## config.mk

```make
export PLATFORM = sky130hd
export DESIGN_NAME = npc_btb
export DESIGN_NICKNAME = d
export VERILOG_FILES = /design/src/rtl/npc_btb.sv
export SDC_FILE = /design/constraint.sdc
export NUM_CORES = 2
export LEC_CHECK = 0
export CORE_UTILIZATION = 50
export CTS_CLUSTER_DIAMETER = 150
export DETAILED_ROUTE_END_ITERATION = 10
export PLACE_DENSITY_LB_ADDON = 0.12
export SETUP_SLACK_MARGIN = 0.4
export SLEW_MARGIN = 10
export SYNTH_ARGS = -nofsm -noshare
export SYNTH_HDL_FRONTEND = slang
export SYNTH_SLANG_ARGS = --single-unit
export TNS_END_PERCENT = 50
```

## constraint.sdc

```tcl
create_clock -name clk -period 19.15 [get_ports clk]
set_input_delay 2.8725 -clock clk [delete_from_list [all_inputs] [get_ports clk]]
set_output_delay 2.8725 -clock clk [all_outputs]
set_load 0.02 [all_outputs]
```

## src/rtl/npc_btb.sv

```systemverilog
// Next-PC generator: direct-mapped BTB with 2-bit counters, EX-stage
// mispredict correction and a pending redirect held across PC stalls.
module npc_btb #(
  parameter int ENTRIES = 8,
  localparam int IW = $clog2(ENTRIES),
  localparam int TW = 30 - IW
) (
  input  logic        clk,
  input  logic        rst,
  input  logic [31:0] pc_i,
  input  logic        pc_hold,
  output logic [31:0] npc_o,
  output logic        pred_taken_o,
  output logic [31:0] pred_target_o,
  input  logic        ex_valid,
  input  logic        ex_is_br,
  input  logic [31:0] ex_pc,
  input  logic        ex_taken,
  input  logic [31:0] ex_target,
  input  logic        ex_pred_taken,
  input  logic [31:0] ex_pred_target,
  output logic        redirect_o
);

  logic          r_valid  [ENTRIES];
  logic [TW-1:0] r_tag    [ENTRIES];
  logic [31:0]   r_target [ENTRIES];
  logic [1:0]    r_ctr    [ENTRIES];
  logic          r_pend_valid;
  logic [31:0]   r_pend_pc;

  logic [IW-1:0] w_lk_idx;
  logic          w_lk_hit;
  logic [IW-1:0] w_up_idx;
  logic [TW-1:0] w_up_tag;
  logic          w_up_tag_eq;
  logic          w_up_hit;
  logic [1:0]    w_ctr_inc;
  logic [1:0]    w_ctr_dec;
  logic          w_mp;
  logic [31:0]   w_cpc;
  logic          w_unused_bits;

  // Low PC bits never participate in index, tag or arithmetic.
  assign w_unused_bits = ^{pc_i[1:0], ex_pc[1:0]};

  assign w_lk_idx = pc_i[IW+1:2];
  assign w_lk_hit = r_valid[w_lk_idx] && (r_tag[w_lk_idx] == pc_i[31:IW+2]);

  assign pred_taken_o  = w_lk_hit && r_ctr[w_lk_idx][1];
  assign pred_target_o = pred_taken_o ? r_target[w_lk_idx] : pc_i + 32'd4;

  assign w_up_idx    = ex_pc[IW+1:2];
  assign w_up_tag    = ex_pc[31:IW+2];
  assign w_up_tag_eq = (r_tag[w_up_idx] == w_up_tag);
  assign w_up_hit    = r_valid[w_up_idx] && w_up_tag_eq;
  assign w_ctr_inc   = (r_ctr[w_up_idx] == 2'b11) ? 2'b11 : r_ctr[w_up_idx] + 2'd1;
  assign w_ctr_dec   = (r_ctr[w_up_idx] == 2'b00) ? 2'b00 : r_ctr[w_up_idx] - 2'd1;

  // A non-branch predicted taken means the BTB aliased onto a non-branch.
  assign w_mp = ex_valid &&
                ((ex_is_br && (ex_taken != ex_pred_taken)) ||
                 (ex_is_br && ex_taken && (ex_target != ex_pred_target)) ||
                 (!ex_is_br && ex_pred_taken));

  assign w_cpc = (ex_taken && ex_is_br) ? ex_target : ex_pc + 32'd4;

  assign redirect_o = w_mp;
  assign npc_o = w_mp         ? w_cpc :
                 r_pend_valid ? r_pend_pc :
                                pred_target_o;

  // BTB training from resolved EX instructions; runs regardless of PC stall.
  always_ff @(posedge clk or posedge rst) begin
    if (rst) begin
      for (int i = 0; i < ENTRIES; i++) begin
        r_valid[i]  <= 1'b0;
        r_tag[i]    <= '0;
        r_target[i] <= '0;
        r_ctr[i]    <= 2'b01;
      end
    end else if (ex_valid) begin
      if (ex_is_br) begin
        if (w_up_hit) begin
          r_ctr[w_up_idx] <= ex_taken ? w_ctr_inc : w_ctr_dec;
          if (ex_taken) r_target[w_up_idx] <= ex_target;
        end else if (ex_taken) begin
          r_valid[w_up_idx]  <= 1'b1;
          r_tag[w_up_idx]    <= w_up_tag;
          r_target[w_up_idx] <= ex_target;
          r_ctr[w_up_idx]    <= 2'b10;
        end
      end else if (ex_pred_taken && w_up_tag_eq) begin
        r_valid[w_up_idx] <= 1'b0;
      end
    end
  end

  // Hold a correction that arrives while the PC register is stalled.
  always_ff @(posedge clk or posedge rst) begin
    if (rst) begin
      r_pend_valid <= 1'b0;
      r_pend_pc    <= '0;
    end else if (w_mp && pc_hold) begin
      r_pend_valid <= 1'b1;
      r_pend_pc    <= w_cpc;
    end else if (!pc_hold && !w_mp) begin
      r_pend_valid <= 1'b0;
    end
  end

endmodule
```

==> summary.md <==
| Metric | Value |
|---|---|
| Placeable Area | `58000 µm²` |
| Slew Viols, Final | `0` |
| H-Tree Depth | `2` |
| CTS root buffer | `clkbuf_16` |
| Worst setup path endpoint | `npc_o[22]` |
| Avg WL per Cell | `28.3 µm` |
| Flops & latches, synth | `529` |
| Register area share after synthesis | `between 40 and 50%` |
| Peak supply drop | `0.0846 mV` |
| Post-route ant nets | `0` |
| EDFF count, synth | `0` |
| Final worst clock skew | `0.0331 ns` |
| # setup viols final | `0` |
| Global-route wire length before repair | `139000 µm` |
| Vias per cell | `6.32` |
| Clock Path Buffers | `3` |
| Reg-to-Reg Start | `r_tag[36]$_DFFE_PP0P_` |
| Cell variety after synth | `62` |
| Max-cap viol count | `0` |
| Final routed DRC violation total | `0` |
| Post-route clock period utilization | `55.8%` |
| Syn Nets | `2500` |
| First drt pass iteration count | `6` |
| Register area | `13200 µm²` |
| Die width | `245 µm` |
| R2R depth | `10` |
| Crit path launch | `pc_i[3]` |
| Post-CTS Setup Bufs | `0` |
| CTS tree | `done` |
| R2R Setup Slk | `14.91 ns` |
| Largest net degree at the start of global routing | `165` |
| Data arrival, critical path | `7.81 ns` |
| RSZ-0062 raised after global routing | `false` |
| Hold_ws | `0.463 ns` |
| Type of the worst setup path | `in -> out` |
| Worst-Skew Late Latency | `0.64 ns` |
| Ys Warns | `0` |
| # rows | `88` |
| Port buffer count | `200` |
| Critical Path Start Type | `primary input` |
| Clock slew seen by the registers of the worst setup and hold paths | `0.06 ns` |
| Status | `finished, final reports clean` |
| Worst-margin pin slew | `~1.1 ns` |
| Ys async rst share | `100%` |
| Hold Path Class | `reg -> reg` |
| Total CTS buffers | `57` |
| WL final | `92500 µm` |
| Critical R2R Capture | `r_tag[106]$_DFFE_PP0P_` |
| Mapped cell area | `a little under 30000 µm²` |
| Sink Count | `529` |
| Share of cells above drive strength 1 | `between 30% and 40%` |
| Multi-input logic area | `between 15000 and 20000 µm²` |
| DIE AREA | `60100 µm²` |
| Syn Inst Count | `2362` |
| Crit end category | `output pin` |
| Vias in the first global route | `around 21k` |
| HPWL Detailed | `61400 µm` |
| Grt ovf | `0` |
| Pwr/cell area | `~100 nW/µm²` |
| Post_cts resized | `0` |
| Starting Density | `50.9%` |
| Fillcell total | `between 4k and 5k` |
| Post-Syn Area per Cell | `12.5 µm²` |
| CTS hold repair buffers | `0` |
| Routability cong. | `0.915` |
| Via Count | `between 20k and 25k` |
| # IOs | `roughly 200` |
| Tmin final | `10.69 ns` |
| Critical Path Fanout Max | `~100` |
| Area Overhead vs Synth | `14.6%` |
| F_max | `roughly 94 MHz` |
| Fin nets | `2590` |
| Final TNS setup | `0 ns` |
| Worst Path Required | `16.28 ns` |
| LEAKAGE | `about 0.015 µW` |
| Initial antenna violation count | `4` |
| Final Hold Vio Count | `0` |
| Iter 0 DRT Violations | `1820` |
| Main synth FF type | `dfrtp_1` |
| All-Layer GR Usage | `31.1%` |
| Worst slew margin | `about a quarter` |
| Height of the die | `245 µm` |
==> Yosys cell counts (all sizes together) (3+ instances only) <==
cell     count  share of area (%)
and3        15               0.32
mux2       509                 20
nand4       37               0.78
o2111ai      3              0.089
o21ai       36               0.61
xnor2       38                1.1
a211oi       8               0.20
a2bb2oi      8               0.24
buf         87                1.8
ha           3               0.13
nand3       43               0.86
or3          4              0.085
mux2i      234                7.9
nor3        19               0.32
dfstp        8               0.71
a21boi      11               0.28
nor2        46               0.59
nand2b      39               0.83
clkbuf     118                1.5
o21a         3              0.076
nor4        17               0.38
a21oi       63                1.1
xor2        79                2.3
mux4        95                7.2
nand2       93                1.3
and4         5               0.15
inv         50               0.64
a221oi       5               0.17
and2         5               0.11
a31o         6               0.18
and3b       11               0.33
o22ai       21               0.44
a22oi       87                2.2
nor4b        3              0.089
dfrtp      521                 44
nand3b       3              0.076
nor2b       10               0.21
==> cell families (layout without fill, tap and decap cells) <==
| kind of cell | Yosys count | in the layout | share of synthesized area, % |
|---|---|---|---|
| xor+xnor | 117 | 117 | 3.47 |
| compound gates | 263 | 263 | 5.90 |
| mux | 838 | 838 | 35.1 |
| other cells | 0 | 2 | 0 |
| fa+ha+maj | 3 | 3 | 0.127 |
| simple gates | 356 | 356 | 6.63 |
| buf+inv | 256 | 392 | 3.99 |
| flops | 529 | 529 | 44.8 |
==> stage by stage <==
stage | power (µW) | std cells | instance area (µm²) | setup WS (ns) | utilization (%)
final | 3400 | 3265 | 33900 | 8.46 | 58.4
after global routing | 3530 | 3265 | 33900 | 8.34 | 58.4
after CTS | 3410 | 3263 | 33900 | 8.51 | 58.4
after detailed placement | 2220 | 3158 | 31900 | 8.53 | 54.9
after global placement | 2190 | 3158 | 31900 | 8.59 | 54.9
after floorplan | 1970 | 2362 | 29600 | 1.51 | -
==> sequential cells by signal, summed over array words and instances, names as in the netlist, named ones only <==
register	count
r_pend_pc	32
r_tag	216
r_target	256
r_ctr	16
r_pend_valid	1
==> placed cells by master (no fill, tap or decap), types with 15 or more instances in the layout <==
cell and n:
clkbuf_16 57, nand2b_1 38, inv_1 49, buf_4 37
nor4_1 16, mux2_1 19, clkbuf_1 15, nand3_1 39
nand2_1 85, xnor2_1 38, mux2_2 450, xor2_1 79
mux4_2 95, clkdlybuf4s50_1 194, o21ai_0 36, mux2i_1 234
o22ai_1 21, a22oi_1 87, dfrtp_1 520, nor2_1 42
and3_1 15, a21oi_1 62, mux2_4 40, nand4_1 37
nor3_1 18
==> how the worst min path moves through the flow <==
stage | cells after the start | from | slack, ns | endpoint
3_3_place_gp | 2 | r_ctr[2]$_DFFE_PP1P_ | 0.46 | r_ctr[2]$_DFFE_PP1P_
2_1_floorplan | 2 | r_ctr[4]$_DFFE_PP1P_ | 0.44 | r_ctr[4]$_DFFE_PP1P_
5_1_grt | 2 | r_ctr[2]$_DFFE_PP1P_ | 0.47 | r_ctr[2]$_DFFE_PP1P_
3_5_place_dp | 2 | r_ctr[12]$_DFFE_PP1P_ | 0.45 | r_ctr[12]$_DFFE_PP1P_
4_1_cts | 2 | r_ctr[12]$_DFFE_PP1P_ | 0.47 | r_ctr[12]$_DFFE_PP1P_
6_report | 2 | r_ctr[12]$_DFFE_PP1P_ | 0.46 | r_ctr[12]$_DFFE_PP1P_
==> layout make-up <==
cell class,instances,area share [%]
Multi-Input combinational cell,1577,44.9
Sequential cell,529,39.1
Timing Repair Buffer,236,6.72
Clock buffer,81,4.74
Tap cell,765,2.83
Clock inverter,24,1.12
Inverter,51,0.587
Antenna cell,2,0.0148
==> per-layer routing <==
metal	GRT usage [%]	wire [µm]	up-vias
li1	-	-	8864
met1	42.8	39700	10846
met2	50.1	44100	736
met3	4.44	5550	177
met4	11.3	3170	4
met5	0	24	-
==> worst max-delay path, stage by stage <==
cell and delay (ns):
clkbuf_8 0.73, buf_4 0.96, ha_1 0.53, nand2_1 0.12, nor2_1 0.32, and3_1 0.43
nand3_1 0.20, nor2_1 0.17, xnor2_1 0.16, mux2i_1 0.27, nand2b_1 0.08, a22oi_1 0.16
clkdlybuf4s50_1 0.64
==> where the power goes <==
part	total [µW]	switching, µW	internal (µW)
clock	1180	479	705
combinational	734	345	389
sequential	1480	139	1340
total	3400	963	2430
Note: power is estimated with default switching activity, not from simulation.
